===== src/rtl/divider_unit_pkg.sv =====
// Shared rv32m definitions for the divider unit.
//   op_e     : DIV/DIVU/REM/REMU encodings (funct3[1:0])
//   state_e  : divider FSM states, gray-style with IDLE = 000
//   IntMin / AllOnes : RISC-V special-case constants
//   abs32()  : two's-complement magnitude of a 32-bit value
package divider_unit_pkg;

  typedef enum logic [1:0] {
    OpDiv  = 2'b00,
    OpDivu = 2'b01,
    OpRem  = 2'b10,
    OpRemu = 2'b11
  } op_e;

  typedef enum logic [2:0] {
    StIdle   = 3'b000,
    StCheck  = 3'b001,
    StDivide = 3'b011,
    StFix    = 3'b010,
    StDone   = 3'b110
  } state_e;

  localparam logic [31:0] IntMin  = 32'h8000_0000;
  localparam logic [31:0] AllOnes = 32'hFFFF_FFFF;

  // INT_MIN maps to itself, which is the correct unsigned magnitude 2^31.
  function automatic logic [31:0] abs32(input logic [31:0] v);
    return v[31] ? -v : v;
  endfunction

endpackage


===== src/rtl/divider_unit_if.sv =====
// Divider request/response bundle.
//   div_en_i : level enable, held high for the whole operation
//   op_i     : operation select (op_e)
//   rs1_i    : dividend
//   rs2_i    : divisor
//   result_o : quotient or remainder (registered)
//   busy_o   : high while CHECK/DIVIDE/FIX
//   done_o   : high while DONE
// master = dispatch logic, slave = divider.
interface divider_unit_if;
  import divider_unit_pkg::*;

  logic        div_en_i;
  op_e         op_i;
  logic [31:0] rs1_i;
  logic [31:0] rs2_i;
  logic [31:0] result_o;
  logic        busy_o;
  logic        done_o;

  modport master (
    output div_en_i, op_i, rs1_i, rs2_i,
    input  result_o, busy_o, done_o
  );

  modport slave (
    input  div_en_i, op_i, rs1_i, rs2_i,
    output result_o, busy_o, done_o
  );

endinterface


===== src/rtl/divider_unit_div_step.sv =====
// One radix-2 restoring division iteration (combinational).
//   rem_i / rem_o     : 33-bit partial remainder before / after the step
//   quo_i / quo_o     : quotient register; holds the unconsumed dividend bits
//                       in its upper part, quotient bits fill in from the LSB
//   divisor_i         : divisor magnitude
module divider_unit_div_step (
  input  logic [32:0] rem_i,
  input  logic [31:0] quo_i,
  input  logic [31:0] divisor_i,
  output logic [32:0] rem_o,
  output logic [31:0] quo_o
);

  logic [32:0] shifted;
  logic [33:0] diff;

  always_comb begin
    // Remainder is always < divisor, so bit 32 of rem_i is zero here.
    shifted = {rem_i[31:0], quo_i[31]};
    diff    = {1'b0, shifted} - {2'b00, divisor_i};
    if (!diff[33]) begin
      rem_o = diff[32:0];
      quo_o = {quo_i[30:0], 1'b1};
    end else begin
      rem_o = shifted;
      quo_o = {quo_i[30:0], 1'b0};
    end
  end

endmodule


===== src/rtl/divider_unit.sv =====
// Sequential 32-bit RV32M divider (DIV/DIVU/REM/REMU), one quotient bit per clock.
//   clk_i : clock
//   rst_i : asynchronous active-high reset
//   bus   : divider_unit_if.slave (level-enable / sticky-done handshake)
// Normal path: IDLE -> CHECK -> DIVIDE x32 -> FIX -> DONE (done after edge 34).
// Divide-by-zero and signed overflow go CHECK -> DONE directly.
module divider_unit
  import divider_unit_pkg::*;
(
  input  logic          clk_i,
  input  logic          rst_i,
  divider_unit_if.slave bus
);

  state_e      state_q;
  op_e         op_q;
  logic [31:0] a_q;
  logic [31:0] b_q;
  logic [31:0] dvsr_q;
  logic [31:0] quo_q;
  logic [32:0] rem_q;
  logic [4:0]  cnt_q;
  logic        neg_quo_q;
  logic        neg_rem_q;
  logic [31:0] result_q;

  logic [32:0] step_rem;
  logic [31:0] step_quo;
  logic        is_signed;
  logic        is_rem;
  logic [31:0] quo_fix;
  logic [31:0] rem_fix;

  divider_unit_div_step u_div_step (
    .rem_i     (rem_q),
    .quo_i     (quo_q),
    .divisor_i (dvsr_q),
    .rem_o     (step_rem),
    .quo_o     (step_quo)
  );

  always_comb begin
    is_signed = ~op_q[0];
    is_rem    = op_q[1];
    quo_fix   = neg_quo_q ? -quo_q : quo_q;
    rem_fix   = neg_rem_q ? -rem_q[31:0] : rem_q[31:0];
  end

  always_ff @(posedge clk_i or posedge rst_i) begin
    if (rst_i) begin
      state_q   <= StIdle;
      op_q      <= OpDiv;
      a_q       <= '0;
      b_q       <= '0;
      dvsr_q    <= '0;
      quo_q     <= '0;
      rem_q     <= '0;
      cnt_q     <= '0;
      neg_quo_q <= 1'b0;
      neg_rem_q <= 1'b0;
      result_q  <= '0;
    end else if (!bus.div_en_i) begin
      // Abort or idle; result_q keeps its last value.
      state_q <= StIdle;
    end else begin
      unique case (state_q)
        StIdle: begin
          op_q    <= bus.op_i;
          a_q     <= bus.rs1_i;
          b_q     <= bus.rs2_i;
          state_q <= StCheck;
        end
        StCheck: begin
          if (b_q == '0) begin
            result_q <= is_rem ? a_q : AllOnes;
            state_q  <= StDone;
          end else if (is_signed && (a_q == IntMin) && (b_q == AllOnes)) begin
            result_q <= is_rem ? '0 : IntMin;
            state_q  <= StDone;
          end else begin
            quo_q     <= is_signed ? abs32(a_q) : a_q;
            dvsr_q    <= is_signed ? abs32(b_q) : b_q;
            rem_q     <= '0;
            cnt_q     <= 5'd31;
            neg_quo_q <= is_signed & (a_q[31] ^ b_q[31]);
            neg_rem_q <= is_signed & a_q[31];
            state_q   <= StDivide;
          end
        end
        StDivide: begin
          rem_q <= step_rem;
          quo_q <= step_quo;
          if (cnt_q == '0) begin
            state_q <= StFix;
          end else begin
            cnt_q <= cnt_q - 5'd1;
          end
        end
        StFix: begin
          result_q <= is_rem ? rem_fix : quo_fix;
          state_q  <= StDone;
        end
        StDone: begin
          state_q <= StDone;
        end
        default: begin
          state_q <= StIdle;
        end
      endcase
    end
  end

  assign bus.result_o = result_q;
  assign bus.busy_o   = (state_q == StCheck) || (state_q == StDivide) || (state_q == StFix);
  assign bus.done_o   = (state_q == StDone);

endmodule


===== src/flat_wrapper.sv =====
// flat-port wrapper written by rule: the top's interface ports become plain ports
module divider_unit_flat import divider_unit_pkg::*;
  (clk_i, rst_i, bus_div_en_i, bus_op_i, bus_rs1_i, bus_rs2_i, bus_result_o, bus_busy_o, bus_done_o);
  divider_unit_if bus_i ();
  input  logic clk_i;
  input  logic rst_i;
  input wire logic [$bits(bus_i.div_en_i)-1:0] bus_div_en_i;
  input wire logic [$bits(bus_i.op_i)-1:0] bus_op_i;
  input wire logic [$bits(bus_i.rs1_i)-1:0] bus_rs1_i;
  input wire logic [$bits(bus_i.rs2_i)-1:0] bus_rs2_i;
  output wire logic [$bits(bus_i.result_o)-1:0] bus_result_o;
  output wire logic [$bits(bus_i.busy_o)-1:0] bus_busy_o;
  output wire logic [$bits(bus_i.done_o)-1:0] bus_done_o;
  assign bus_i.div_en_i = bus_div_en_i;
  assign bus_i.op_i = bus_op_i;
  assign bus_i.rs1_i = bus_rs1_i;
  assign bus_i.rs2_i = bus_rs2_i;
  assign bus_result_o = bus_i.result_o;
  assign bus_busy_o = bus_i.busy_o;
  assign bus_done_o = bus_i.done_o;
  divider_unit u_core (.clk_i(clk_i), .rst_i(rst_i), .bus(bus_i));
endmodule

===== config.mk =====
export PLATFORM = sky130hd
export DESIGN_NAME = divider_unit_flat
export DESIGN_NICKNAME = d
export VERILOG_FILES = /design/src/rtl/divider_unit_pkg.sv /design/src/rtl/divider_unit_if.sv /design/src/rtl/divider_unit_div_step.sv /design/src/rtl/divider_unit.sv /design/src/flat_wrapper.sv
export SDC_FILE = /design/constraint.sdc
export NUM_CORES = 1
export LEC_CHECK = 0
export ABC_AREA = 1
export ABC_CLOCK_PERIOD_IN_PS = 10200
export BUFFER_PORTS_ARGS = -buffer_cell sky130_fd_sc_hd__buf_4
export CORE_ASPECT_RATIO = 0.8
export CORE_MARGIN = 4
export CORE_UTILIZATION = 55
export DETAILED_ROUTE_END_ITERATION = 6
export HOLD_SLACK_MARGIN = 0.06
export MAX_ROUTING_LAYER = met4
export PLACE_DENSITY = 0.73
export SLEW_MARGIN = 20
export SYNTH_ARGS = -nofsm -noshare
export SYNTH_HDL_FRONTEND = slang
export SYNTH_SLANG_ARGS = --single-unit

===== constraint.sdc =====
create_clock -name clk_i -period 10.2 [get_ports clk_i]
set_clock_uncertainty 0.2 [all_clocks]
set_input_delay 2.04 -clock clk_i [delete_from_list [all_inputs] [get_ports clk_i]]
set_output_delay 2.04 -clock clk_i [all_outputs]
set_load 0.005 [all_outputs]

# Yosys cells after proc, flatten, opt, wreduce, memory -nomap -nowiden
# Index checks and enable logic that the tools add are counted.
word_totals:
  reg_bits: 204
  input_bits: 69
  mem_count: 0
  mem_bits_ro: 0
  word_cells: 78
  out_inout_bits: 34
  latchBits: 0
  ram_bits: 0
op_classes:
  n_shift: 0
  div: 0
  mul: 0
  bitwise: 6
  reduce_logical: 15
  n_addsub: 6
  n_mux: 29
  n_eq_ne: 11
  order_cmp: 0
op_table:
  columns: ["operator", "n"]
  rows:
  - ["32-bit two-way mux", 16]
  - ["32-bit case mux with 2 select lines", 3]
  - ["32-bit negator", 4]
  - ["32-bit == test (second input constant)", 2]
  - ["33-bit by 32-bit subtractor with 34-bit output", 1]
  - ["32-bit zero test", 1]
  - ["5-bit two-way mux", 3]
  - ["3-bit two-way mux", 4]
  - ["3-bit case mux with 4 select lines", 1]
  - ["5-bit case mux with 2 select lines", 1]
  - ["4-bit AND reduction", 2]
  - ["3-bit by 2-bit == test with 1-bit output (second input constant)", 2]
  - ["2-bit inequality test (second input constant)", 3]
  - ["5-bit zero test", 1]
  - ["5-bit AND reduction", 1]
  - ["5-bit by 1-bit subtractor with 5-bit output (second input constant)", 1]
  - ["2-bit nonzero test", 2]
  - ["3-bit by 1-bit == test with 1-bit output (second input constant)", 1]
  - ["3-bit == test (second input constant)", 1]
  - ["3-bit zero test", 1]
  - ["3-bit by 1-bit inequality test with 1-bit output (second input constant)", 1]
  - ["3-bit by 2-bit inequality test with 1-bit output (second input constant)", 1]
  - ["1-bit inverter", 3]
  - ["3-bit AND reduction", 1]
  - ["other kinds (7)", 10]

# Logic depth before layout (Yosys ltp)
# Gate-level depths: netlist (run 1).
depth:
  ltp_word: 7
  mapped_depth: 17
  mapped_depth_nobuf: 16

# Cells and area by module
# A second synthesis (run 1) with hierarchy kept.
hier_totals:
  cells_unflattened: 2648
  hier_area_um2: 16447.0
by_module_without_submodules:
  columns: ["mod", "cells_per_inst", "area_per_inst_um2", "instances"]
  rows:
  - ["divider_unit", 1951, 12971.2, 1]
  - ["divider_unit_div_step", 697, 3475.8, 1]

# Worst setup path after synthesis (run 1)
# OpenSTA, ideal clock, no wires.
synth_timing:
  kind: "reg-to-output"
  start: "register u_core.state_q[1]"
  end: "output port bus_busy_o"
  setup_slack_ps: 6792
  arrival_ps: 1168
  stages_incl_launch_ff: 8
  cell_sequence: "dfrtp_1 -> inv_2 -> nor2_1 -> inv_1 -> nor2_1 -> inv_2 -> clkbuf_1 -> nand2_1"
synth_between:
  elab_chain_len: 3
  word_cells_on_any_way: 5
synth_rtl:
  columns: ["element", "line", "text"]
  rows:
  - ["start: declaration", "divider_unit.sv:15", "state_e state_q;"]
  - ["start signal: assignment", "divider_unit.sv:51", "state_q <= StIdle;"]
  - ["start signal: assignment", "divider_unit.sv:64", "state_q <= StIdle;"]
  - ["start signal: assignment", "divider_unit.sv:71", "state_q <= StCheck;"]
  - ["3-bit by 1-bit == test with 1-bit output / 3-bit by 2-bit == test with 1-bit output (equally long branches)", "divider_unit.sv:114", "assign bus.busy_o = (state_q == StCheck) || (state_q == StDivide) || (state_q == StFix);"]
  - ["1-bit logical OR", "divider_unit.sv:114", null]
  - ["1-bit logical OR *", "divider_unit.sv:114", null]
  - ["end: declaration", "flat_wrapper.sv:12", "output wire logic [$bits(bus_i.busy_o)-1:0] bus_busy_o;"]
# Mark *: on every way between the ends. The rest lies on a longest branch, timed or not.

# Worst setup path in the final report (run 1)
# Ends and elaborated chain as after synthesis.

==> flow_metrics.py, run 1 <==
metrics = {
    "clock_network": {
        "clock_sinks": 204,
        "cts_resized": 0,
        "root_buffer": "clkbuf_16",
        "cts_setup_buffers": 0,
        "cts_made_buffers": 23,
        "cts_tree": "done",
        "clk_pin_slew_worst_paths_ps": 60,
        "postCtsHoldBufs": 0,
        "clockBufferDepth": 3,
        "clock_latency_ps": 550,
        "htreeDepth": 1,
    },
    "setup_path": {
        "worstReg2RegStart": "u_core.rem_q[6]",
        "cp-end-kind": "output pin",
        "path_cells": "inv_2, nor2_1, inv_1, nor2_2, buf_4, inv_2, nand2_1, buf_4",
        "required_ps": 7960,
        "path_class": "flop to output pin",
        "startpoint_type": "flop",
        "path_max_fanout": 39,
        "arrival_ps": 2420,
        "crit_start": "u_core.state_q[1]",
        "slowest_stage": "buf_4",
        "path_delay_family": "buffers and inverters",
        "path_buf_inv": 5,
        "cp_slowest_stage_delay_ps": 410,
    },
    "final_layout": {
        "seqCellArea_mm2": 0.00510,
        "multiInputGateArea_mm2": 0.00893,
        "drive_gt1_share_pct": 8.48,
        "fillCellCount": 2768,
        "diodes": 0,
        "layout.nets": 2662,
        "area_growth_pct": 11.0,
    },
    "global_route": {
        "grt_pass1_wl_um": 81700,
        "grt_pass1_vias": 14844,
        "grt-ovfl-total": 0,
        "antenna_found_initial": 0,
        "grt_start_max_net_pins": 130,
        "grt_util_all_layers_pct": 33.4,
    },
    "die": {
        "ioPinCount": 103,
        "dieArea_mm2": 0.0314,
        "start_util_pct": 55.7,
        "die_height_um": 159,
        "die_w_um": 197,
        "coreArea_mm2": 0.0282,
        "placementRows": 55,
    },
    "synthesis": {
        "yosysTopAreaCell": "dfrtp_1",
        "ys_ff_latch": 204,
        "async_flop_share_pct": 100,
        "synth_fp_nets": 2616,
        "yosysSeqAreaShare_pct": 32.5,
        "synth_edf_count": 0,
        "syn_area_mm2": 0.0157,
        "ys_types": 41,
        "synth_warnings": 0,
        "netlist_instances": 2507,
        "synthTopCellsByArea": "dfrtp_1 32%, nand2_1 19%, nand3_1 11%",
        "synth_top_area_share_pct": 32.5,
        "syn_area_per_cell_um2": 6.27,
        "synth_ff_type": "dfrtp_1",
    },
    "status": {
        "outcome": "finished, final reports clean",
    },
    "detailed_routing": {
        "num_vias": 16619,
        "antenna_left": 0,
        "routedWlPerCell_um": 17.7,
        "first_iter_violations": 2085,
        "wl_met1_um": 24200,
        "wl_um": 52000,
        "met3_length_um": 6580,
        "wl_met2_um": 20400,
        "detail_route.vias_per_cell": 5.65,
        "top_layer": "met4",
        "dr.pass1.iters": 6,
        "drcViolationCount": 0,
    },
    "sta": {
        "fmax_ghz": 0.215,
        "setup_violations": 0,
        "setup_tns_ps": 0,
        "maxSlewViolCount": 0,
        "slew-limit-headroom_pct": 35.6,
        "min_period_ps": 4660,
        "hold_violations": 0,
        "fin_crit_sh_pct": 45.7,
        "tightest_slew_ps": 966,
        "rsz0062_at_grt": "no",
    },
    "placement": {
        "routabilityCongestion": 1.02,
        "portBuffers": 102,
        "hpwlAfterDp_um": 40100,
    },
    "power_and_ir_drop": {
        "power_uw": 5520,
        "power.density_mw_per_mm2": 316,
        "vdd_ir_drop_max_mv": 0.187,
        "leakagePower_uw": 0.00950,
    },
    "run": {
        "cap_violations": 0,
    },
    "min_path": {
        "min_from": "u_core.bus.result_o[11]",
        "worstHoldPathType": "flop to flop",
    },
}
[metal layers]
metal  up-vias  GRT usage (%)
met3        68           11.3
met5         -              -
li1       8108              -
met4         0           5.39
met2       768           43.3
met1      7675           51.1
[worst paths after layout]
check / end / slack [ps] / cells after the start
setup / recovery: bus_busy_o / 5540 / 8
max in group asynchronous: u_core.rem_q[23] / 6760 / 3
setup reg to reg: u_core.rem_q[27] / 6660 / 12
hold reg to reg: u_core.bus.result_o[11] / 280 / 2
min in group asynchronous: u_core.a_q[9] / 1480 / 2
hold / removal: u_core.bus.result_o[11] / 280 / 2
[worst reg2reg max path, cell delays in order, from the launching register on]
cell	delay, ps
dfrtp_1	450
ha_1	400
nand2_1	110
nor2_1	210
nand3_1	100
nand3_1	190
nand2_1	100
nand2_1	120
nand2_2	400
nand2_2	710
nand3_1	230
nand2_1	130
nand2_1	60
[report_power, final]
group	total (uW)	internal, uW	leakage [uW]	switching, uW
Clock	915	562	0.000412	353
Sequential	1490	1130	0.00252	359
Combinational	3110	987	0.00657	2120
[logic make-up (layout without fill, tap and decap cells)]
family,Yosys count,after routing,synth area share [%]
simple gates,1487,1487,40.0
buf+inv,425,488,10.8
compound gates,300,300,10.6
flops,204,204,32.5
xor+xnor,44,44,2.45
fa+ha+maj,40,40,3.23
mux,7,7,0.502
[flip-flops by register name, summed over array words and instances (netlist names)]
| signal | count |
|---|---|
| u_core.b_q | 32 |
| u_core.cnt_q | 5 |
| u_core.dvsr_q | 32 |
| u_core.op_q | 2 |
| u_core.neg_rem_q | 1 |
| u_core.bus.result_o | 32 |
| u_core.quo_q | 32 |
| u_core.a_q | 32 |
| u_core.state_q | 3 |
| u_core.neg_quo_q | 1 |
| u_core.rem_q | 32 |
[layout make-up]
cell class / instances / share of cell area (%)
sequential: 204 / 29.3
clock buffer: 32 / 3.84
tap: 370 / 2.65
multi-input combinational: 1878 / 51.2
inverter: 332 / 7.19
clock inverter: 10 / 0.961
timing repair buffer: 114 / 4.93
[stage by stage]
step	hold WS [ps]	util [%]	instance area [um^2]	worst slack, ps	instances
floorplan	249	-	15700	2390	2507
global placement	265	58.9	16600	5670	2898
detailed placement	267	58.9	16600	5570	2898
CTS	284	61.8	17400	5550	2940
global route	294	61.8	17400	5430	2940
finish	281	61.8	17400	5540	2940
[Yosys cell counts (2+ instances only)]
cell type,count
nand2_2,6
o21a_1,2
nand2_1,810
a21oi_1,106
and2_1,5
nor3_1,13
ha_1,39
inv_1,323
clkbuf_1,42
clkinv_1,2
o21bai_1,3
buf_4,5
nand3b_1,6
buf_1,16
nor2_1,242
or2_2,2
o211ai_1,13
dfrtp_1,204
xor2_1,28
nor4_1,2
o21ai_0,133
mux2_2,7
nand4_1,42
nand3_1,342
inv_2,7
o31ai_1,2
o21ai_2,24
nor2_2,4
nor2_4,6
o21ai_1,5
and3_1,3
buf_6,8
nand3_2,2
o22ai_1,10
xnor2_1,16
buf_2,22
[placed cells by master (no fill, tap or decap), drive strengths merged, types with 4 or more instances in the layout]
cell    synthesis  routed
nor2          252     252
xnor2          16      16
inv           330     331
xor2           28      28
and2            5       5
nor3           14      14
dfrtp         204     204
nand3b          6       6
clkinv          2       6
buf            51     114
ha             39      39
bufinv          0       4
nand2         816     816
o21ai         162     162
nand4          43      43
nand3         344     344
a21oi         107     107
mux2            7       7
clkbuf         42      32
o211ai         13      13
o22ai          10      10
(Power assumes the default switching activity.)
==> run 2: changes to the inputs <==
--- a/config.mk
+++ b/config.mk
@@ -6,7 +6,7 @@
 export NUM_CORES = 1
 export LEC_CHECK = 0
 export ABC_AREA = 1
-export ABC_CLOCK_PERIOD_IN_PS = 10200
+export ABC_CLOCK_PERIOD_IN_PS = 4100
 export BUFFER_PORTS_ARGS = -buffer_cell sky130_fd_sc_hd__buf_4
 export CORE_ASPECT_RATIO = 0.8
 export CORE_MARGIN = 4
@@ -14,7 +14,7 @@
 export DETAILED_ROUTE_END_ITERATION = 6
 export HOLD_SLACK_MARGIN = 0.06
 export MAX_ROUTING_LAYER = met4
-export PLACE_DENSITY = 0.73
+export PLACE_DENSITY = 0.76
 export SLEW_MARGIN = 20
 export SYNTH_ARGS = -nofsm -noshare
 export SYNTH_HDL_FRONTEND = slang
==> constraint.sdc (replaced) <==
create_clock -name clk_i -period 4.1 [get_ports clk_i]
set_clock_uncertainty 0.2 [all_clocks]
set_input_delay 0.82 -clock clk_i [delete_from_list [all_inputs] [get_ports clk_i]]
set_output_delay 0.82 -clock clk_i [all_outputs]
set_load 0.005 [all_outputs]
==> flow_metrics.py, run 2 (synthesis gave the netlist of run 1 again) <==
metrics = {
    "setup_path": {
        "startpoint_type": "flop",
        "reg2regPathDepth": 15,
        "r2r_setup_slack_ps": 930,
        "path_class": "flop to flop",
        "required_ps": 4350,
        "arrival_ps": 3420,
        "cp-end-kind": "flop",
        "path_max_fanout": 35,
    },
    "sta": {
        "rsz0062_at_grt": "no",
        "hold_violations": 0,
        "worst_slack_ps": 926,
        "setup_violations": 0,
        "tightest_slew_ps": 903,
        "min_period_ps": 3170,
        "fin_crit_sh_pct": 77.4,
        "setup_tns_ps": 0,
        "maxSlewViolCount": 0,
        "fmax_ghz": 0.315,
        "slew-limit-headroom_pct": 39.7,
    },
    "detailed_routing": {
        "antenna_left": 0,
        "routedWlPerCell_um": 17.9,
        "first_iter_violations": 2196,
        "wl_um": 52800,
        "detail_route.vias_per_cell": 5.66,
        "drcViolationCount": 0,
        "num_vias": 16713,
        "dr.pass1.iters": 6,
    },
    "die": {
        "start_util_pct": 55.7,
        "dieArea_mm2": 0.0314,
        "die_w_um": 197,
        "die_height_um": 159,
        "coreArea_mm2": 0.0282,
        "ioPinCount": 103,
        "placementRows": 55,
    },
    "final_layout": {
        "drive_gt1_share_pct": 8.80,
        "final_cells": 2951,
        "mostFrequentLayoutCells": "810 x nand2_1, 341 x nand3_1, 322 x inv_1",
        "diodes": 0,
        "area_growth_pct": 10.8,
        "layout.nets": 2673,
        "final_common_cell": "nand2_1",
        "fillCellCount": 2756,
    },
    "placement": {
        "place_ws_ps": 1030,
        "hpwlAfterDp_um": 41100,
        "placed_cells": 2909,
        "portBuffers": 102,
        "routabilityCongestion": 1.03,
    },
    "global_route": {
        "grt-ovfl-total": 0,
        "grt_util_all_layers_pct": 33.9,
        "grt_pass1_wl_um": 83200,
        "antenna_found_initial": 0,
        "grt_start_max_net_pins": 117,
        "grt_pass1_vias": 15035,
    },
    "clock_network": {
        "htreeDepth": 1,
        "root_buffer": "clkbuf_16",
        "cts_made_buffers": 23,
        "clock_sinks": 204,
        "cts_setup_buffers": 0,
        "clk_pin_slew_worst_paths_ps": 60,
        "cts_tree": "done",
        "clockBufferDepth": 3,
        "postCtsHoldBufs": 0,
        "cts_resized": 0,
        "clock_latency_ps": 540,
    },
    "power_and_ir_drop": {
        "leakagePower_uw": 0.00949,
        "vdd_ir_drop_max_mv": 0.471,
        "power_uw": 13600,
        "power.density_mw_per_mm2": 779,
    },
    "min_path": {
        "worstHoldPathType": "input pin to async pin",
    },
    "status": {
        "outcome": "finished, final reports clean",
    },
    "run": {
        "cap_violations": 0,
    },
}
run 2: changes by cell type in the layout (fill, tap and decap cells not counted), moves of 3 or more:
cell        before  now
buf_4          113  123
clkbuf_8         6    2
clkinvlp_4       1    4
clkinv_2         4    8
bufinv_16        4    0
run 2: worst max-delay path: stages (launching register included):
cell,delay (ps)
dfrtp_1,460
ha_1,390
nand2_1,120
inv_1,50
nand2_1,50
nand2_1,70
inv_1,60
nand3_1,210
nand2_1,160
nand2_1,100
nand2_2,70
buf_4,340
nand2_2,460
nand2_1,180
nand3_1,70
o21ai_0,90
run 2: metal layers:
| metal | routed length, um | up-vias | global-route usage [%] |
|---|---|---|---|
| met4 | 737 | 0 | 4.79 |
| met2 | 21100 | 825 | 44.8 |
| met1 | 24300 | 7704 | 53.1 |
| met5 | 0 | - | - |
| met3 | 6680 | 61 | 8.61 |
| li1 | - | 8123 | - |
run 2: stage by stage:
step | area, um^2 | hold WS (ps) | utilization, %
6_report | 17400 | 225 | 61.7
5_1_grt | 17400 | 296 | 61.7
4_1_cts | 17400 | 283 | 61.7
3_5_place_dp | 16700 | 266 | 59.2
3_3_place_gp | 16700 | 264 | 59.2
2_1_floorplan | 15700 | 249 | -
run 2: report_power, final:
part	internal (uW)	switching, uW
logic	2490	5330
clock network	1080	904
registers	2820	943
run 2: final timing paths:
| check | startpoint | endpoint |
|---|---|---|
| setup / recovery | u_core.rem_q[7] | u_core.rem_q[9] |
| hold / removal | rst_i | u_core.b_q[10] |
| setup reg to reg | u_core.rem_q[7] | u_core.rem_q[9] |
| hold reg to reg | u_core.bus.result_o[26] | u_core.bus.result_o[26] |
| max in group asynchronous | rst_i | u_core.bus.result_o[6] |
| min in group clk_i | u_core.bus.result_o[26] | u_core.bus.result_o[26] |
run 2: area by class of cell:
type	count	area [um^2]	area share, %
Multi-Input combinational cell	1878	8930	51.3
Sequential cell	204	5100	29.3
Clock inverter	12	82.6	0.474
Inverter	332	1250	7.18
Timing Repair Buffer	125	963	5.53
Clock buffer	30	622	3.57
Tap cell	370	463	2.66
==> run 3: changes to the inputs <==
--- a/config.mk
+++ b/config.mk
@@ -6,7 +6,7 @@
 export NUM_CORES = 1
 export LEC_CHECK = 0
 export ABC_AREA = 1
-export ABC_CLOCK_PERIOD_IN_PS = 4100
+export ABC_CLOCK_PERIOD_IN_PS = 3200
 export BUFFER_PORTS_ARGS = -buffer_cell sky130_fd_sc_hd__buf_4
 export CORE_ASPECT_RATIO = 0.8
 export CORE_MARGIN = 4
@@ -14,7 +14,7 @@
 export DETAILED_ROUTE_END_ITERATION = 6
 export HOLD_SLACK_MARGIN = 0.06
 export MAX_ROUTING_LAYER = met4
-export PLACE_DENSITY = 0.76
+export PLACE_DENSITY = 0.73
 export SLEW_MARGIN = 20
 export SYNTH_ARGS = -nofsm -noshare
 export SYNTH_HDL_FRONTEND = slang
==> constraint.sdc (replaced) <==
create_clock -name clk_i -period 3.2 [get_ports clk_i]
set_clock_uncertainty 0.2 [all_clocks]
set_input_delay 0.64 -clock clk_i [delete_from_list [all_inputs] [get_ports clk_i]]
set_output_delay 0.64 -clock clk_i [all_outputs]
set_load 0.005 [all_outputs]
==> flow_metrics.py, run 3 (synthesis gave the netlist of run 1 again) <==
metrics = {
    "status": {
        "outcome": "finished, final reports clean",
    },
    "global_route": {
        "antenna_found_initial": 2,
        "grt_start_max_net_pins": 92,
        "grt_pass1_wl_um": 83900,
        "grt_util_all_layers_pct": 34.3,
        "grt_pass1_vias": 15237,
        "grt-ovfl-total": 0,
    },
    "clock_network": {
        "clockBufferDepth": 3,
        "cts_resized": 0,
        "htreeDepth": 1,
        "cts_made_buffers": 23,
        "clk_pin_slew_worst_paths_ps": 60,
        "clock_latency_ps": 540,
        "clock_sinks": 204,
        "root_buffer": "clkbuf_16",
        "cts_tree": "done",
    },
    "placement": {
        "portBuffers": 102,
        "place_ws_ps": 394,
        "routabilityCongestion": 1.09,
        "placed_cells": 2916,
        "hpwlAfterDp_um": 41500,
    },
    "sta": {
        "maxSlewViolCount": 0,
        "holdWs_ps": 143,
        "rsz0062_at_grt": "no",
        "worst_slack_ps": 282,
        "slew-limit-headroom_pct": 56.6,
        "hold_violations": 0,
        "tightest_slew_ps": 645,
        "min_period_ps": 2920,
        "fin_crit_sh_pct": 91.2,
        "fmax_ghz": 0.343,
        "setup_violations": 0,
    },
    "setup_path": {
        "path_class": "flop to output pin",
        "r2r_setup_slack_ps": 330,
        "path_cells": "inv_2, nor2_1, inv_1, nor2_2, inv_2, nand2_1, buf_4",
        "path_max_fanout": 28,
        "critPathCapture": "bus_busy_o",
        "worstReg2RegStart": "u_core.a_q[0]",
        "r2r-end": "u_core.bus.result_o[21]",
        "cpMostUsedCell": "inv_2",
        "crit_start": "u_core.state_q[1]",
        "slowest_stage": "dfrtp_1",
        "cp-end-kind": "output pin",
        "arrival_ps": 2080,
        "startpoint_type": "flop",
        "cp_slowest_stage_delay_ps": 410,
        "reg2regPathDepth": 12,
        "required_ps": 2360,
    },
    "detailed_routing": {
        "first_iter_violations": 2214,
        "antenna_left": 0,
        "num_vias": 16941,
        "wl_um": 53500,
        "dr.pass1.iters": 6,
        "detail_route.vias_per_cell": 5.73,
        "drcViolationCount": 0,
        "routedWlPerCell_um": 18.1,
    },
    "die": {
        "coreArea_mm2": 0.0282,
        "dieArea_mm2": 0.0314,
        "die_w_um": 197,
        "ioPinCount": 103,
        "placementRows": 55,
        "start_util_pct": 55.7,
        "die_height_um": 159,
    },
    "power_and_ir_drop": {
        "leakagePower_uw": 0.00958,
        "vdd_ir_drop_max_mv": 0.573,
        "power.density_mw_per_mm2": 1000,
        "power_uw": 17600,
    },
    "final_layout": {
        "final_cells": 2959,
        "area_growth_pct": 11.9,
        "final_core_util_pct": 62.4,
        "final_common_cell": "nand2_1",
        "mostFrequentLayoutCells": "810 x nand2_1, 341 x nand3_1, 322 x inv_1",
        "layout.nets": 2681,
        "fillCellCount": 2739,
        "drive_gt1_share_pct": 9.05,
    },
    "run": {
        "cap_violations": 0,
    },
    "min_path": {
        "worstHoldPathType": "input pin to flop",
    },
}
==> run 3: cell count changes in the layout (fill, tap and decap cells not counted), moves of 2 or more <==
cell,change
clkinv_2,-4
buf_12,+5
diode_2,+2
clkbuf_1,-2
clkbuf_8,+2
bufinv_16,+2
buf_4,+2
==> run 3: report_power, final <==
group / total [uW] / switching (uW) / internal, uW / leakage, uW
Sequential: 4850 / 1240 / 3610 / 0.00252
Combinational: 10100 / 6800 / 3250 / 0.00669
Clock: 2690 / 1120 / 1570 / 0.000369
Total: 17600 / 9160 / 8430 / 0.00958
==> run 3: how the worst min path moves through the flow <==
stage | end | cells past startpoint | startpoint
final | u_core.b_q[5] | 2 | bus_rs2_i[5]
after global routing | u_core.b_q[9] | 2 | bus_rs2_i[9]
after CTS | u_core.b_q[5] | 2 | bus_rs2_i[5]
after detailed placement | u_core.bus.result_o[26] | 2 | u_core.bus.result_o[26]
after global placement | u_core.bus.result_o[27] | 2 | u_core.bus.result_o[27]
after floorplan | u_core.dvsr_q[30] | 2 | u_core.dvsr_q[30]
==> run 3: metrics by stage <==
stage | TNS, ps | area, um^2
finish | 0 | 17600
global route | 0 | 17600
CTS | 0 | 17600
detailed placement | 0 | 16800
global placement | 0 | 16800
floorplan | -57990 | 15700
==> run 3: what timing repair did <==
item	in CTS	in global routing
buffers inserted	0	0
endpoints found under the hold margin	9	0
hold buffers	1	0
==> run 3: routing by layer <==
layer / global-route usage [%] / up-vias / routed length (um)
li1: - / 8153 / -
met1: 54.3 / 7870 / 25100
met2: 44.1 / 845 / 20900
met3: 9.03 / 73 / 6580
met4: 5.45 / 0 / 879
met5: - / - / 0
==> run 3: layout make-up <==
type | instances | area [um^2] | area share, %
antenna | 2 | 5.00 | 0.0284
clock buffer | 30 | 642 | 3.65
clock inverter | 10 | 113 | 0.640
inverter | 332 | 1250 | 7.10
multi-input combinational | 1878 | 8930 | 50.8
sequential | 204 | 5100 | 29.0
tap | 370 | 463 | 2.63
timing repair buffer | 133 | 1090 | 6.19
==> run 3: critical path: cells and delay by family (launching register included) <==
family | cells | cell delay [ps]
flops | 1 | 410
simple gates | 3 | 300
buf+inv | 4 | 840
